### config.mk
export PLATFORM = sky130hd
export DESIGN_NAME = ritc_storage_readout
export DESIGN_NICKNAME = d
export VERILOG_FILES = /design/src/rtl/ritc_storage_readout.sv
export SDC_FILE = /design/constraint.sdc
export NUM_CORES = 1
export LEC_CHECK = 0
export BUFFER_PORTS_ARGS = -buffer_cell sky130_fd_sc_hd__buf_4
export CAP_MARGIN = 10
export CORE_ASPECT_RATIO = 0.7
export CORE_MARGIN = 1
export CORE_UTILIZATION = 30
export DETAILED_ROUTE_END_ITERATION = 10
export PLACE_DENSITY_LB_ADDON = 0.12
export SETUP_SLACK_MARGIN = 0.1
export SYNTH_ARGS = -nofsm -noshare
export SYNTH_HDL_FRONTEND = slang
export SYNTH_SLANG_ARGS = --single-unit
### constraint.sdc
create_clock -name user_clk_i -period 2.65 [get_ports user_clk_i]
set_input_delay 0.1325 -clock user_clk_i [delete_from_list [all_inputs] [get_ports user_clk_i]]
set_output_delay 0.1325 -clock user_clk_i [all_outputs]
set_load 0.03 [all_outputs]
### src/rtl/ritc_storage_readout.sv
// ritc_storage_readout
// Readout engine for the RITC sample storage. It waits for a readable
// event, sets the storage read address, then streams every sample word on
// a valid/ready port. Finally it releases the buffer with a clear write
// that keeps the trigger-enable bits.
// Optional feature: define RITC_READOUT_HEADER_EN to prefix each event with
// a header beat {16'hA55A, event_count_o}.
module ritc_storage_readout #(
   parameter int NWORDS        = 3072,
   parameter int RD_LATENCY    = 2,
   parameter int SETTLE_CYCLES = 8
) (
   input  logic        user_clk_i,
   input  logic        reset,
   input  logic        enable_i,
   input  logic [1:0]  trig_en_i,
   input  logic        read_safe_i,
   input  logic [31:0] sample_dat_i,
   output logic        user_sel_o,
   output logic        sample_sel_o,
   output logic        user_wr_o,
   output logic        user_rd_o,
   output logic [11:0] user_addr_o,
   output logic [31:0] user_dat_o,
   output logic [31:0] m_tdata_o,
   output logic        m_tvalid_o,
   output logic        m_tlast_o,
   input  logic        m_tready_i,
   output logic        busy_o,
   output logic [15:0] event_count_o
);

   typedef enum logic [3:0] {
      ST_IDLE    = 4'd0,
      ST_SETADDR = 4'd1,
      ST_HEADER  = 4'd2,
      ST_WAIT    = 4'd3,
      ST_CAPTURE = 4'd4,
      ST_PUSH    = 4'd5,
      ST_STEP    = 4'd6,
      ST_RELEASE = 4'd7,
      ST_SETTLE  = 4'd8
   } state_t;

   localparam logic [11:0] LAST_WORD   = 12'(NWORDS - 1);
   localparam logic [15:0] WAIT_LAST   = 16'(RD_LATENCY - 1);
   localparam logic [15:0] SETTLE_LAST = 16'(SETTLE_CYCLES - 1);

   state_t        state_r;
   state_t        state_s;
   logic [15:0]   timer_r;
   logic [11:0]   word_cnt_r;
   logic          accept_s;

   logic          user_sel_r;
   logic          sample_sel_r;
   logic          user_wr_r;
   logic          user_rd_r;
   logic [11:0]   user_addr_r;
   logic [31:0]   user_dat_r;
   logic [31:0]   m_tdata_r;
   logic          m_tvalid_r;
   logic          m_tlast_r;
   logic          busy_r;
   logic [15:0]   event_count_r;

   assign accept_s = m_tvalid_r && m_tready_i;

   // State register.
   always_ff @(posedge user_clk_i) begin
      if (reset) begin
         state_r <= ST_IDLE;
      end else begin
         state_r <= state_s;
      end
   end

   // Next-state decode; ST_STEP is the one-cycle address-advance strobe between words.
   always_comb begin
      state_s = state_r;
      case (state_r)
         ST_IDLE: begin
            if (enable_i && read_safe_i) begin
               state_s = ST_SETADDR;
            end else begin
               state_s = ST_IDLE;
            end
         end
         ST_SETADDR: begin
`ifdef RITC_READOUT_HEADER_EN
            state_s = ST_HEADER;
`else
            state_s = ST_WAIT;
`endif
         end
         ST_HEADER: begin
            if (accept_s) begin
               state_s = ST_WAIT;
            end else begin
               state_s = ST_HEADER;
            end
         end
         ST_WAIT: begin
            if (timer_r == WAIT_LAST) begin
               state_s = ST_CAPTURE;
            end else begin
               state_s = ST_WAIT;
            end
         end
         ST_CAPTURE: begin
            state_s = ST_PUSH;
         end
         ST_PUSH: begin
            if (accept_s && m_tlast_r) begin
               state_s = ST_RELEASE;
            end else if (accept_s) begin
               state_s = ST_STEP;
            end else begin
               state_s = ST_PUSH;
            end
         end
         ST_STEP: begin
            state_s = ST_WAIT;
         end
         ST_RELEASE: begin
            state_s = ST_SETTLE;
         end
         ST_SETTLE: begin
            if (timer_r == SETTLE_LAST) begin
               state_s = ST_IDLE;
            end else begin
               state_s = ST_SETTLE;
            end
         end
         default: begin
            state_s = ST_IDLE;
         end
      endcase
   end

   // Per-state cycle timer, restarted on every state change.
   always_ff @(posedge user_clk_i) begin
      if (reset) begin
         timer_r <= 16'd0;
      end else if (state_s != state_r) begin
         timer_r <= 16'd0;
      end else begin
         timer_r <= timer_r + 16'd1;
      end
   end

   // Sample word counter: cleared when the address is set, advanced with each read strobe.
   always_ff @(posedge user_clk_i) begin
      if (reset) begin
         word_cnt_r <= 12'd0;
      end else if (state_s == ST_SETADDR) begin
         word_cnt_r <= 12'd0;
      end else if (state_s == ST_STEP) begin
         word_cnt_r <= word_cnt_r + 12'd1;
      end else begin
         word_cnt_r <= word_cnt_r;
      end
   end

   // Registered outputs, decoded from the next state so strobes line up with their state.
   always_ff @(posedge user_clk_i) begin
      if (reset) begin
         user_sel_r    <= 1'b0;
         sample_sel_r  <= 1'b0;
         user_wr_r     <= 1'b0;
         user_rd_r     <= 1'b0;
         user_addr_r   <= 12'd0;
         user_dat_r    <= 32'd0;
         m_tdata_r     <= 32'd0;
         m_tvalid_r    <= 1'b0;
         m_tlast_r     <= 1'b0;
         busy_r        <= 1'b0;
         event_count_r <= 16'd0;
      end else begin
         user_sel_r   <= (state_s == ST_RELEASE);
         sample_sel_r <= (state_s == ST_SETADDR) || (state_s == ST_STEP);
         user_wr_r    <= (state_s == ST_SETADDR) || (state_s == ST_RELEASE);
         user_rd_r    <= (state_s == ST_STEP);
         user_addr_r  <= 12'd0;
         user_dat_r   <= (state_s == ST_RELEASE) ? {26'd0, trig_en_i, 4'b0100} : 32'd0;
         busy_r       <= (state_s != ST_IDLE);
         m_tvalid_r   <= (state_s == ST_PUSH) || (state_s == ST_HEADER);
         if (state_r == ST_CAPTURE) begin
            m_tdata_r <= sample_dat_i;
            m_tlast_r <= (word_cnt_r == LAST_WORD);
         end else if ((state_r == ST_SETADDR) && (state_s == ST_HEADER)) begin
            m_tdata_r <= {16'hA55A, event_count_r};
            m_tlast_r <= 1'b0;
         end else begin
            m_tdata_r <= m_tdata_r;
            m_tlast_r <= m_tlast_r;
         end
         if (state_s == ST_RELEASE) begin
            event_count_r <= event_count_r + 16'd1;
         end else begin
            event_count_r <= event_count_r;
         end
      end
   end

   assign user_sel_o    = user_sel_r;
   assign sample_sel_o  = sample_sel_r;
   assign user_wr_o     = user_wr_r;
   assign user_rd_o     = user_rd_r;
   assign user_addr_o   = user_addr_r;
   assign user_dat_o    = user_dat_r;
   assign m_tdata_o     = m_tdata_r;
   assign m_tvalid_o    = m_tvalid_r;
   assign m_tlast_o     = m_tlast_r;
   assign busy_o        = busy_r;
   assign event_count_o = event_count_r;

endmodule
== Word-level counts from Yosys, hierarchy flattened ==
Index checks and enable logic that the tools add are counted.
Word-level totals
  input port bits: 39
  logic and storage cells: 61
  output and inout port bits: 99
  bits in registers: 119
Operators by class
  muxes and demuxes: 12
  reduce and logical (&&, ||, !) cells: 14
  eq/ne operators: 17
  add/sub/neg operators: 3
  bitwise operators: 1
Operators by type and width (count)
  $mux W32: 2
  $add A16 B1 Y16 const B: 2
  $pmux W4 S8: 1
  $eq A4 B3 Y1 const B: 7
  $eq A16 B1 Y1 const B: 1
  $eq A16 B3 Y1 const B: 1
  $add A12 B1 Y12 const B: 1
  $eq A12 B12 Y1 const B: 1
  $eq A4 B2 Y1 const B: 3
  $eq A4 B1 Y1 const B: 2
  $reduce_or A2 Y1: 4
  $mux W3: 2
  $eq A4 B4 Y1 const B: 1
  $logic_and A1 B1 Y1: 4
  $logic_not A4 Y1: 1
  $mux W1: 4
  $mux W2: 2
  $mux W4: 1
  $ne A4 B4 Y1: 1
  $reduce_bool A4 Y1: 1
  $logic_or A1 B1 Y1: 3
  $reduce_bool A2 Y1: 1
  $not A1 Y1: 1

== Logic depth before layout (Yosys ltp) ==
Gate-level depths: netlist (run 1).
  depth after elaboration: 8
  depth in mapped cells: 10
  mapped depth without buffers: 8

== Worst setup path before layout (run 1) ==
No wires, ideal clock.
  kind: register -> register
  start point: register event_count_r[2], in the netlist event_count_o[2]
  end point: register event_count_r[15], in the netlist event_count_o[15]
  period minus slack after synthesis: 2.183 ns
  setup time: 0.123 ns
  required time: 2.527 ns
  cell stages (with the launch flop): 7
  buffers on the path: 0
  path slack: 0.467 ns
  arrival: 2.060 ns
  cells stage by stage: dfxtp_1 -> nand4_1 -> nor3_2 -> nand4_1 -> or2_2 -> nor4_1 -> mux2_1
Between the ends
  word-level cells in the longest chain between the ends: 1
RTL lines
  start, declared: line 65  | logic [15:0] event_count_r;
  start signal, assigned: line 199  | event_count_r <= event_count_r + 16'd1;
  start signal, assigned: line 201  | event_count_r <= event_count_r;
  $add A16 B1 Y16: line 199
No other way between the ends.
A chain may end at the register's enable or synchronous reset.

== Final worst setup path (run 1) ==
  start point: register state_r[0]
  end point: register event_count_r[15], in the netlist event_count_o[15]
Between the ends
  word-level cells in the longest chain between the ends: 4
  elaborated cells on any way between the ends: 12
  those cells by class: eq/ne: 9; mux: 1; reduce/logical: 2
RTL lines
  start, declared: line 49  | state_t state_r;
  start signal, assigned: line 74  | state_r <= state_s;
  $eq A4 B1 Y1 / $eq A4 B3 Y1 (equally long branches): line 81  | case (state_r)
  $reduce_or A2 Y1 (no source line)
  $pmux W4 S8 (*): line 81
  $eq A4 B3 Y1 (*): line 198  | if (state_s == ST_RELEASE) begin
Every way passes the cells marked *; elsewhere a longest branch is shown, timed or not.

==> flow_metrics.env, run 1 <==
export IMPL_pin_count=138
export IMPL_drc=0
export IMPL_num_vias=3477
export IMPL_hp_class="in2reg"
export IMPL_worst_pin_slew_ps=503
export IMPL_drt_iter0_drc=129
export IMPL_worst_ep_arrival_time_ps=2600
export IMPL_grt_pass1_vias=3048
export IMPL_power_leakage_nw=2.09
export IMPL_relSlewSlack=0.664
export IMPL_root_buffer="clkbuf_16"
export IMPL_r2r_start="state_r[0]"
export IMPL_min_from="sample_dat_i[25]"
export IMPL_synthAdderAreaFrac=0.0121
export IMPL_maxUsedRoutingLayer="met4"
export IMPL_hpwl_um=7030
export IMPL_coreArea_mm2=0.0133
export IMPL_drive_above_1_share=0.241
export IMPL_critical_path_class="reg2reg"
export IMPL_grt_overflow_total=0
export IMPL_critPathRequiredTime_ps=2880
export IMPL_worstSkewPairLatency_ps=340
export IMPL_synth_area_mm2=0.00415
export IMPL_syn_area_per_cell_um2=8.48
export IMPL_grt_first_pass_wirelength_um=15600
export IMPL_fin_crit_sh=0.896
export IMPL_fill_cells=1402
export IMPL_wl_per_cell_um=12.9
export IMPL_met1Wirelength_um=5070
export IMPL_syn_inst=489
export IMPL_power_density_mw_per_mm2=631
export IMPL_outcome="complete, no violations"
export IMPL_fin_worst_skew_ps=8.11
export IMPL_synthTopCellsByCount="dfxtp_1 (89), nand2_1 (82), a21oi_1 (56)"
export IMPL_die_h_um=100
export IMPL_drt_total_wl_um=9950
export IMPL_cts_tree="done"
export IMPL_nNetsFinal=628
export IMPL_synth_top_cell_area_share=0.430
export IMPL_antenna_found_initial=0
export IMPL_netlist_top_cell_by_area="dfxtp_1"
export IMPL_vias_per_cell=4.49
export IMPL_placed_area_mm2=0.00489
export IMPL_track_usage=0.142
export IMPL_die_area_mm2=0.0143
export IMPL_worstPathMaxFanout=14
export IMPL_vdd_drop_max_uv=321
export IMPL_cp_startpoint="state_r[0]"
export IMPL_port_buffers=96
export IMPL_ys_types=56
export IMPL_grt_start_max_net_pins=34
export IMPL_cap_violations=0
export IMPL_finalCriticalPeriod_ps=2370
export IMPL_slew_viol_final=0
export IMPL_gp_congestion=0.802
export IMPL_synth_edff_count=0
export IMPL_area_growth_pct=28.0
export IMPL_synth_compound_area_frac=0.123
export IMPL_async_reset_ff_frac=0
export IMPL_rsz0062_at_grt="no"
export IMPL_muxShareOfSynthArea=0.0103
export IMPL_met3WireLength_um=716
export IMPL_fmax_mhz=421
export IMPL_die_x_um=142
export IMPL_first_pass_iters=4
export IMPL_synthSimpleGateAreaFrac=0.264
export IMPL_synthXorXnorAreaFrac=0.0486
export IMPL_route_met2_wl_um=4050
export IMPL_cp_end_kind="register"
export IMPL_yosysSeqAreaShare=0.430
export IMPL_setup_viol=0
export IMPL_clock_sinks=89
export IMPL_antenna_cells=0
export IMPL_h_tree_depth=3
export IMPL_ctsLongestPathBuffers=2
export IMPL_synth_warnings=0
export IMPL_final_area_mm2=0.00531
export IMPL_ant_nets=0
export IMPL_path_clk_slew_ps=70
export IMPL_ys_ff_latch=89
export IMPL_cts_buffers=9
export IMPL_regToRegSetupSlack_ps=280
export IMPL_synth_area_leaders="dfxtp_1 (43%), buf_4 (7.8%), nand2_1 (7.4%)"
export IMPL_cp_start_kind="register"
export IMPL_setup_tns_ps=0
export IMPL_hold_viol_final=0
export IMPL_start_util=0.311
export IMPL_synth_top_family_by_area="simple AND/OR/NAND/NOR gates"
export IMPL_synth_most_common_cell="dfxtp_1"
export IMPL_row_count=35
export IMPL_synth_main_ff_cell="dfxtp_1"
==> registers in the layout (all words and copies together) (netlist names) <==
register	flops
m_tlast_o	1
timer_r	16
user_rd_o	1
sample_sel_o	1
user_dat_o	3
m_tdata_o	32
state_r	4
event_count_o	16
user_wr_o	1
word_cnt_r	12
busy_o	1
m_tvalid_o	1
==> critical path, cell delays in order (launching register included) <==
cell and delay (ps):
dfxtp_1 600, or3b_1 390, a21oi_1 220, a41o_1 190, o21ai_2 170, nor4_1 340
mux2_1 350
==> path summary, 6_finish.rpt <==
path,cells after the start,end
hold reg to reg,2,m_tdata_o[13]
setup reg to reg,6,event_count_o[15]
hold / removal,3,m_tdata_o[25]
setup / recovery,6,event_count_o[15]
==> power breakdown <==
| part | internal (W) | switching (W) |
|---|---|---|
| registers | 0.00136 | 0.0000274 |
| logic | 0.000105 | 0.000215 |
| clock network | 0.00111 | 0.000534 |
| total | 0.00257 | 0.000777 |
==> metrics by stage <==
stage	instances	total power (W)	setup WS, ps	util	hold slack [ps]
after floorplan	529	0.00167	467	-	254
after global placement	755	0.00173	283	0.367	335
after detailed placement	755	0.00173	195	0.367	343
after CTS	772	0.00338	172	0.397	20.7
after global routing	774	0.00348	101	0.398	19.5
final	774	0.00335	275	0.398	31.4
==> layout make-up <==
type                    instances  area [um2]  area share
multi-input cells             370        2060       0.388
clock buffers                   9         225      0.0425
well taps                     185         231      0.0436
clock inverters                 6         155      0.0292
inverters                       5        18.8     0.00354
flip-flops and latches         89        1780       0.336
repair buffers                110         831       0.157
==> metal layers <==
| metal | global-route usage | vias up |
|---|---|---|
| li1 | - | 1786 |
| met1 | 0.197 | 1577 |
| met2 | 0.206 | 103 |
| met3 | 0.0477 | 11 |
| met4 | 0.0422 | 0 |
| met5 | 0 | - |
==> kinds of logic after synthesis <==
family,count (synthesis)
other cells,1
flops,89
simple gates,211
compound gates,87
mux,4
xor+xnor,23
buf+inv,70
fa+ha+maj,4
==> timing repair <==
| item | 4_1_cts | 5_1_grt |
|---|---|---|
| resized for setup | 0 | 2 |
| buffers inserted | 0 | 2 |
| endpoints found under the hold margin | 2 | 0 |
| setup endpoints to repair | 0 | 12 |
| hold buffers | 2 | 0 |
==> cells in the final DEF, fill, tap and decap left out, types with 9 or more instances in the layout <==
cell	count
a21oi_1	56
buf_4	108
clkbuf_16	9
conb_1	41
dfxtp_1	87
nand2_1	82
nand3_1	16
nand4_1	13
nor2_1	41
o21ai_0	9
or3_1	12
xor2_1	18
Note: power is estimated with default switching activity, not from simulation.
==> run 2: changes to the inputs <==
Settings changed: PLACE_DENSITY_LB_ADDON 0.12 to not set.
==> run 2 against run 1 <==
  * Clock power fell by 18%
  * Fmax rose by 1.4%
  * Final area fell by 1.7%
  * Highest routed layer unchanged
  * Clock-buffer cell count rose by 2
  * Critical path type unchanged
  * First-iteration DRC count rose by 40%
  * Sequential share of layout area rose by 0.61 points
==> flow_metrics.env, run 2 (synthesis gave the netlist of run 1 again) <==
export IMPL_drt_iter0_drc=180
export IMPL_coreArea_mm2=0.0133
export IMPL_ctsLongestPathBuffers=2
export IMPL_worst_pin_slew_ps=626
export IMPL_setup_viol=0
export IMPL_root_buffer="clkbuf_16"
export IMPL_h_tree_depth=3
export IMPL_worst_path_max_delay_cell="o21ai_4"
export IMPL_finalCriticalPeriod_ps=2340
export IMPL_largest_register_ffs=32
export IMPL_cts_buffers=9
export IMPL_outcome="complete, no violations"
export IMPL_final_cell_mix="buf_4 (103), dfxtp_1 (86), nand2_1 (82), a21oi_1 (56)"
export IMPL_antenna_found_initial=0
export IMPL_track_usage=0.131
export IMPL_critPathRequiredTime_ps=2850
export IMPL_grt_start_max_net_pins=63
export IMPL_min_from="sample_dat_i[14]"
export IMPL_power_density_mw_per_mm2=584
export IMPL_pin_count=138
export IMPL_fmax_mhz=427
export IMPL_worstSkewPairLatency_ps=340
export IMPL_die_h_um=100
export IMPL_r2r_start="timer_r[0]"
export IMPL_nNetsFinal=623
export IMPL_p_int_w=0.00232
export IMPL_rsz0062_at_grt="no"
export IMPL_critical_path_class="reg2reg"
export IMPL_dp_slack_ps=152
export IMPL_p_clk_frac=0.443
export IMPL_area_growth_pct=25.8
export IMPL_fin_worst_skew_ps=6.84
export IMPL_finalPower_w=0.00304
export IMPL_port_buffers=96
export IMPL_gp_congestion=0.780
export IMPL_power_leakage_nw=2.03
export IMPL_relSlewSlack=0.582
export IMPL_combPwrFrac=0.101
export IMPL_grt_pass1_vias=3149
export IMPL_slew_viol_final=0
export IMPL_worst_ep_arrival_time_ps=2550
export IMPL_cp_start_kind="register"
export IMPL_clock_sinks=89
export IMPL_cp_startpoint="timer_r[0]"
export IMPL_antenna_cells=0
export IMPL_cp_end_kind="register"
export IMPL_p_seq_frac=0.455
export IMPL_grt_overflow_total=0
export IMPL_drt_total_wl_um=9120
export IMPL_worst_slack_ps=307
export IMPL_max_stage_delay_ps=400
export IMPL_first_pass_iters=7
export IMPL_start_util=0.311
export IMPL_path_clk_slew_ps=60
export IMPL_wl_per_cell_um=11.9
export IMPL_drc=0
export IMPL_fin_crit_sh=0.884
export IMPL_worstPathMaxFanout=18
export IMPL_row_count=35
export IMPL_die_x_um=142
export IMPL_final_common_cell="buf_4"
export IMPL_cap_violations=0
export IMPL_num_vias=3509
export IMPL_crit_path_cell_trace="ha_1, nor4b_2, nand4_2, a41o_1, o21ai_4, buf_4, mux2i_1, nor2_1"
export IMPL_fill_cells=1386
export IMPL_drive_above_1_share=0.235
export IMPL_hpwl_um=6530
export IMPL_setup_tns_ps=0
export IMPL_switching_share=0.237
export IMPL_hold_viol_final=0
export IMPL_cts_tree="done"
export IMPL_ant_nets=0
export IMPL_grt_first_pass_wirelength_um=15000
export IMPL_die_area_mm2=0.0143
export IMPL_hp_class="in2reg"
export IMPL_p_switching_w=0.000721
export IMPL_vdd_drop_max_uv=247
export IMPL_vias_per_cell=4.57
[run 2: cell types whose count changed in the layout (fill, tap and decap cells not counted), sizes merged]
cell / before / now
clkbuf: 9 / 11
bufinv: 5 / 2
buf: 108 / 103
[run 2: power groups by stage]
stage / Sequential [W] / Combinational, W / Clock (W)
after floorplan: 0.00142 / 0.000256 / 0
after global placement: 0.00141 / 0.000302 / 0
after detailed placement: 0.00141 / 0.000305 / 0
after CTS: 0.00138 / 0.000308 / 0.00139
after global routing: 0.00139 / 0.000337 / 0.00145
final: 0.00139 / 0.000308 / 0.00135
[run 2: final cells by class]
class / instances / area, um2 / share of cell area
sequential: 89 / 1790 / 0.342
timing repair buffer: 105 / 793 / 0.152
inverter: 5 / 18.8 / 0.00360
tap: 185 / 231 / 0.0444
clock buffer: 11 / 253 / 0.0485
clock inverter: 3 / 65.1 / 0.0125
multi-input combinational: 370 / 2070 / 0.396
[run 2: path summary, 6_finish.rpt]
path | cells past startpoint | slack (ps) | endpoint
worst min register to register | 2 | 450 | m_tdata_o[17]
worst max-delay path | 8 | 310 | event_count_o[1]
worst min-delay path | 3 | 40 | m_tdata_o[14]
worst max register to register | 8 | 310 | event_count_o[1]
[run 2: timing repair]
| item | in CTS | in global routing |
|---|---|---|
| resized for setup | 0 | 4 |
| hold endpoints to repair | 2 | 0 |
| hold buffers | 2 | 0 |
| setup endpoints to repair | 0 | 11 |
| setup buffers | 0 | 0 |
[run 2: metrics by stage]
| stage | util | area [um2] | hold WS, ps | std cells |
|---|---|---|---|---|
| finish | 0.392 | 5210 | 41.6 | 768 |
| global route | 0.392 | 5210 | 30.8 | 768 |
| CTS | 0.391 | 5200 | 25.3 | 768 |
| detailed placement | 0.365 | 4860 | 343 | 752 |
| global placement | 0.365 | 4860 | 336 | 752 |
| floorplan | - | 4300 | 254 | 529 |
[run 2: critical path, delay by kind of cell (launching register included)]
family | cells | cell delay (ps)
muxes | 1 | 190
and+or+nand+nor | 3 | 470
buffers and inverters | 1 | 230
DFF | 1 | 380
adders and majority gates | 1 | 160
AOI/OAI and AO/OA | 2 | 770
[run 2: routing by layer]
layer | vias up | wire, um | GRT usage
met2 | 92 | 4140 | 0.206
met5 | - | 0 | 0
met4 | 0 | 63 | 0.0347
li1 | 1768 | - | -
met1 | 1643 | 4420 | 0.172
met3 | 6 | 498 | 0.0425
==> run 3: changes to the inputs <==
--- a/config.mk
+++ b/config.mk
@@ -12,4 +12,5 @@
 export CORE_UTILIZATION = 30
 export DETAILED_ROUTE_END_ITERATION = 10
+export GPL_ROUTABILITY_DRIVEN = 1
 export SETUP_SLACK_MARGIN = 0.1
 export SYNTH_ARGS = -nofsm -noshare
==> constraint.sdc (replaced) <==
create_clock -name user_clk_i -period 2.65 [get_ports user_clk_i]
set_input_delay 0.265 -clock user_clk_i [delete_from_list [all_inputs] [get_ports user_clk_i]]
set_output_delay 0.265 -clock user_clk_i [all_outputs]
set_load 0.03 [all_outputs]
==> run 3 against run 2 <==
  * Critical path depth decreased by 2
  * Die area unchanged
  * Combinational power about the same
  * Sequential cell count unchanged
  * Hold slack improved by 87 ps
  * Fmax decreased by 2.7%
  * Sequential share of layout area increased by 0.084 points
  * Wire length decreased by 0.36%
  * Worst setup slack got worse by 66 ps
  * Via count decreased by 2.1%
  * Utilization decreased by 0.15 points
==> flow_metrics.env, run 3 (synthesis gave the netlist of run 1 again) <==
export IMPL_root_buffer="clkbuf_16"
export IMPL_holdWs_ps=129
export IMPL_vias_per_cell=4.47
export IMPL_row_count=35
export IMPL_antenna_found_initial=0
export IMPL_setup_viol=0
export IMPL_drc=0
export IMPL_fin_util=0.390
export IMPL_finalCriticalPeriod_ps=2410
export IMPL_whs_endpoint="user_dat_o[4]"
export IMPL_vdd_drop_max_uv=295
export IMPL_drt_total_wl_um=9090
export IMPL_min_delay_path_depth=2
export IMPL_hold_viol_final=0
export IMPL_p_clk_frac=0.441
export IMPL_drive_above_1_share=0.233
export IMPL_r2r_start="state_r[0]"
export IMPL_hp_class="in2reg"
export IMPL_final_cell_mix="buf_4 (104), dfxtp_1 (88), nand2_1 (82), a21oi_1 (56)"
export IMPL_ctsLongestPathBuffers=2
export IMPL_p_int_w=0.00228
export IMPL_nNetsFinal=622
export IMPL_first_pass_iters=4
export IMPL_die_h_um=100
export IMPL_outcome="complete, no violations"
export IMPL_worstSkewPairLatency_ps=340
export IMPL_combPwrFrac=0.102
export IMPL_gp_congestion=0.789
export IMPL_ant_nets=0
export IMPL_grt_pass1_vias=3022
export IMPL_h_tree_depth=3
export IMPL_relSlewSlack=0.582
export IMPL_worst_r2r_cell_count=6
export IMPL_largest_register_ffs=32
export IMPL_fin_crit_sh=0.909
export IMPL_cts_buffers=9
export IMPL_fmax_mhz=415
export IMPL_die_area_mm2=0.0143
export IMPL_worst_ep_arrival_time_ps=2630
export IMPL_track_usage=0.128
export IMPL_gr_usage_met1=0.174
export IMPL_area_growth_pct=25.3
export IMPL_hpwl_um=6590
export IMPL_final_common_cell="buf_4"
export IMPL_coreArea_mm2=0.0133
export IMPL_start_util=0.311
export IMPL_grt_use_met3=0.0367
export IMPL_power_density_mw_per_mm2=583
export IMPL_grt_start_max_net_pins=34
export IMPL_grt_overflow_total=0
export IMPL_switching_share=0.247
export IMPL_gr_usage_met2=0.196
export IMPL_num_vias=3434
export IMPL_fin_worst_skew_ps=5.15
export IMPL_regToRegSetupSlack_ps=240
export IMPL_cap_violations=0
export IMPL_power_leakage_nw=2.02
export IMPL_slew_viol_final=0
export IMPL_antenna_cells=0
export IMPL_die_x_um=142
export IMPL_cts_tree="done"
export IMPL_port_buffers=96
export IMPL_cts_setup_buffers=0
export IMPL_clock_sinks=89
export IMPL_worst_pin_slew_ps=627
export IMPL_p_switching_w=0.000746
export IMPL_grt_first_pass_wirelength_um=14600
export IMPL_cp_start_kind="register"
export IMPL_wl_per_cell_um=11.8
export IMPL_drt_iter0_drc=178
export IMPL_rsz0062_at_grt="no"
export IMPL_r2r_end="event_count_o[15]"
export IMPL_top_usage_layer="met2"
export IMPL_min_from="trig_en_i[0]"
export IMPL_critPathRequiredTime_ps=2870
export IMPL_pin_count=138
export IMPL_setup_tns_ps=0
export IMPL_path_clk_slew_ps=60
export IMPL_critical_path_class="reg2reg"
export IMPL_worstPathMaxFanout=18
export IMPL_p_seq_frac=0.457
export IMPL_cp_end_kind="register"
[run 3: cell types whose count changed in the layout (fill, tap and decap cells not counted), sizes merged]
cell and delta:
buf +1, dlygate4sd3 -2, clkinvlp +2
[run 3: power groups by stage]
stage                     Combinational, W  Clock, W  Sequential [W]
after floorplan                   0.000256         0         0.00142
after global placement            0.000303         0         0.00141
after detailed placement          0.000307         0         0.00141
after CTS                         0.000309   0.00138         0.00138
after global routing              0.000339   0.00143         0.00139
final                             0.000307   0.00133         0.00138
[run 3: cell type report]
type / count / area [um2]
Fill cell: 1377 / 8120
Timing Repair Buffer: 104 / 781
Inverter: 5 / 18.8
Multi-Input combinational cell: 370 / 2070
Clock inverter: 5 / 80.1
Tap cell: 185 / 231
Sequential cell: 89 / 1780
Clock buffer: 11 / 233
[run 3: worst max-delay path by stage]
stage	from	slack, ps	cells past startpoint	endpoint
floorplan	event_count_o[2]	470	6	event_count_o[15]
global placement	timer_r[0]	240	8	event_count_o[1]
detailed placement	state_r[1]	140	6	event_count_o[15]
CTS	state_r[1]	120	6	event_count_o[15]
global route	state_r[0]	90	6	event_count_o[15]
finish	state_r[0]	240	6	event_count_o[15]
[run 3: what timing repair did]
action,CTS,global route
resized for setup,0,2
hold buffers,0,0
setup endpoints to repair,0,9
[run 3: worst max-delay path, stage by stage (launching register included)]
cell	delay (ps)
dfxtp_1	590
or3b_1	390
a21oi_1	210
a41o_1	250
o21ai_4	170
nor4_1	340
mux2_1	350
[run 3: per-layer routing]
metal | vias up | wire length, um
met5 | - | 0
li1 | 1774 | -
met2 | 93 | 4050
met3 | 11 | 534
met4 | 0 | 97
met1 | 1556 | 4410
[run 3: metrics by stage]
stage	cell area, um2	power (W)	setup WS, ps	cells
floorplan	4300	0.00167	467	529
global placement	4870	0.00171	240	753
global route	5190	0.00316	86.2	769
CTS	5180	0.00307	121	769
detailed placement	4870	0.00172	138	753
finish	5190	0.00303	241	769
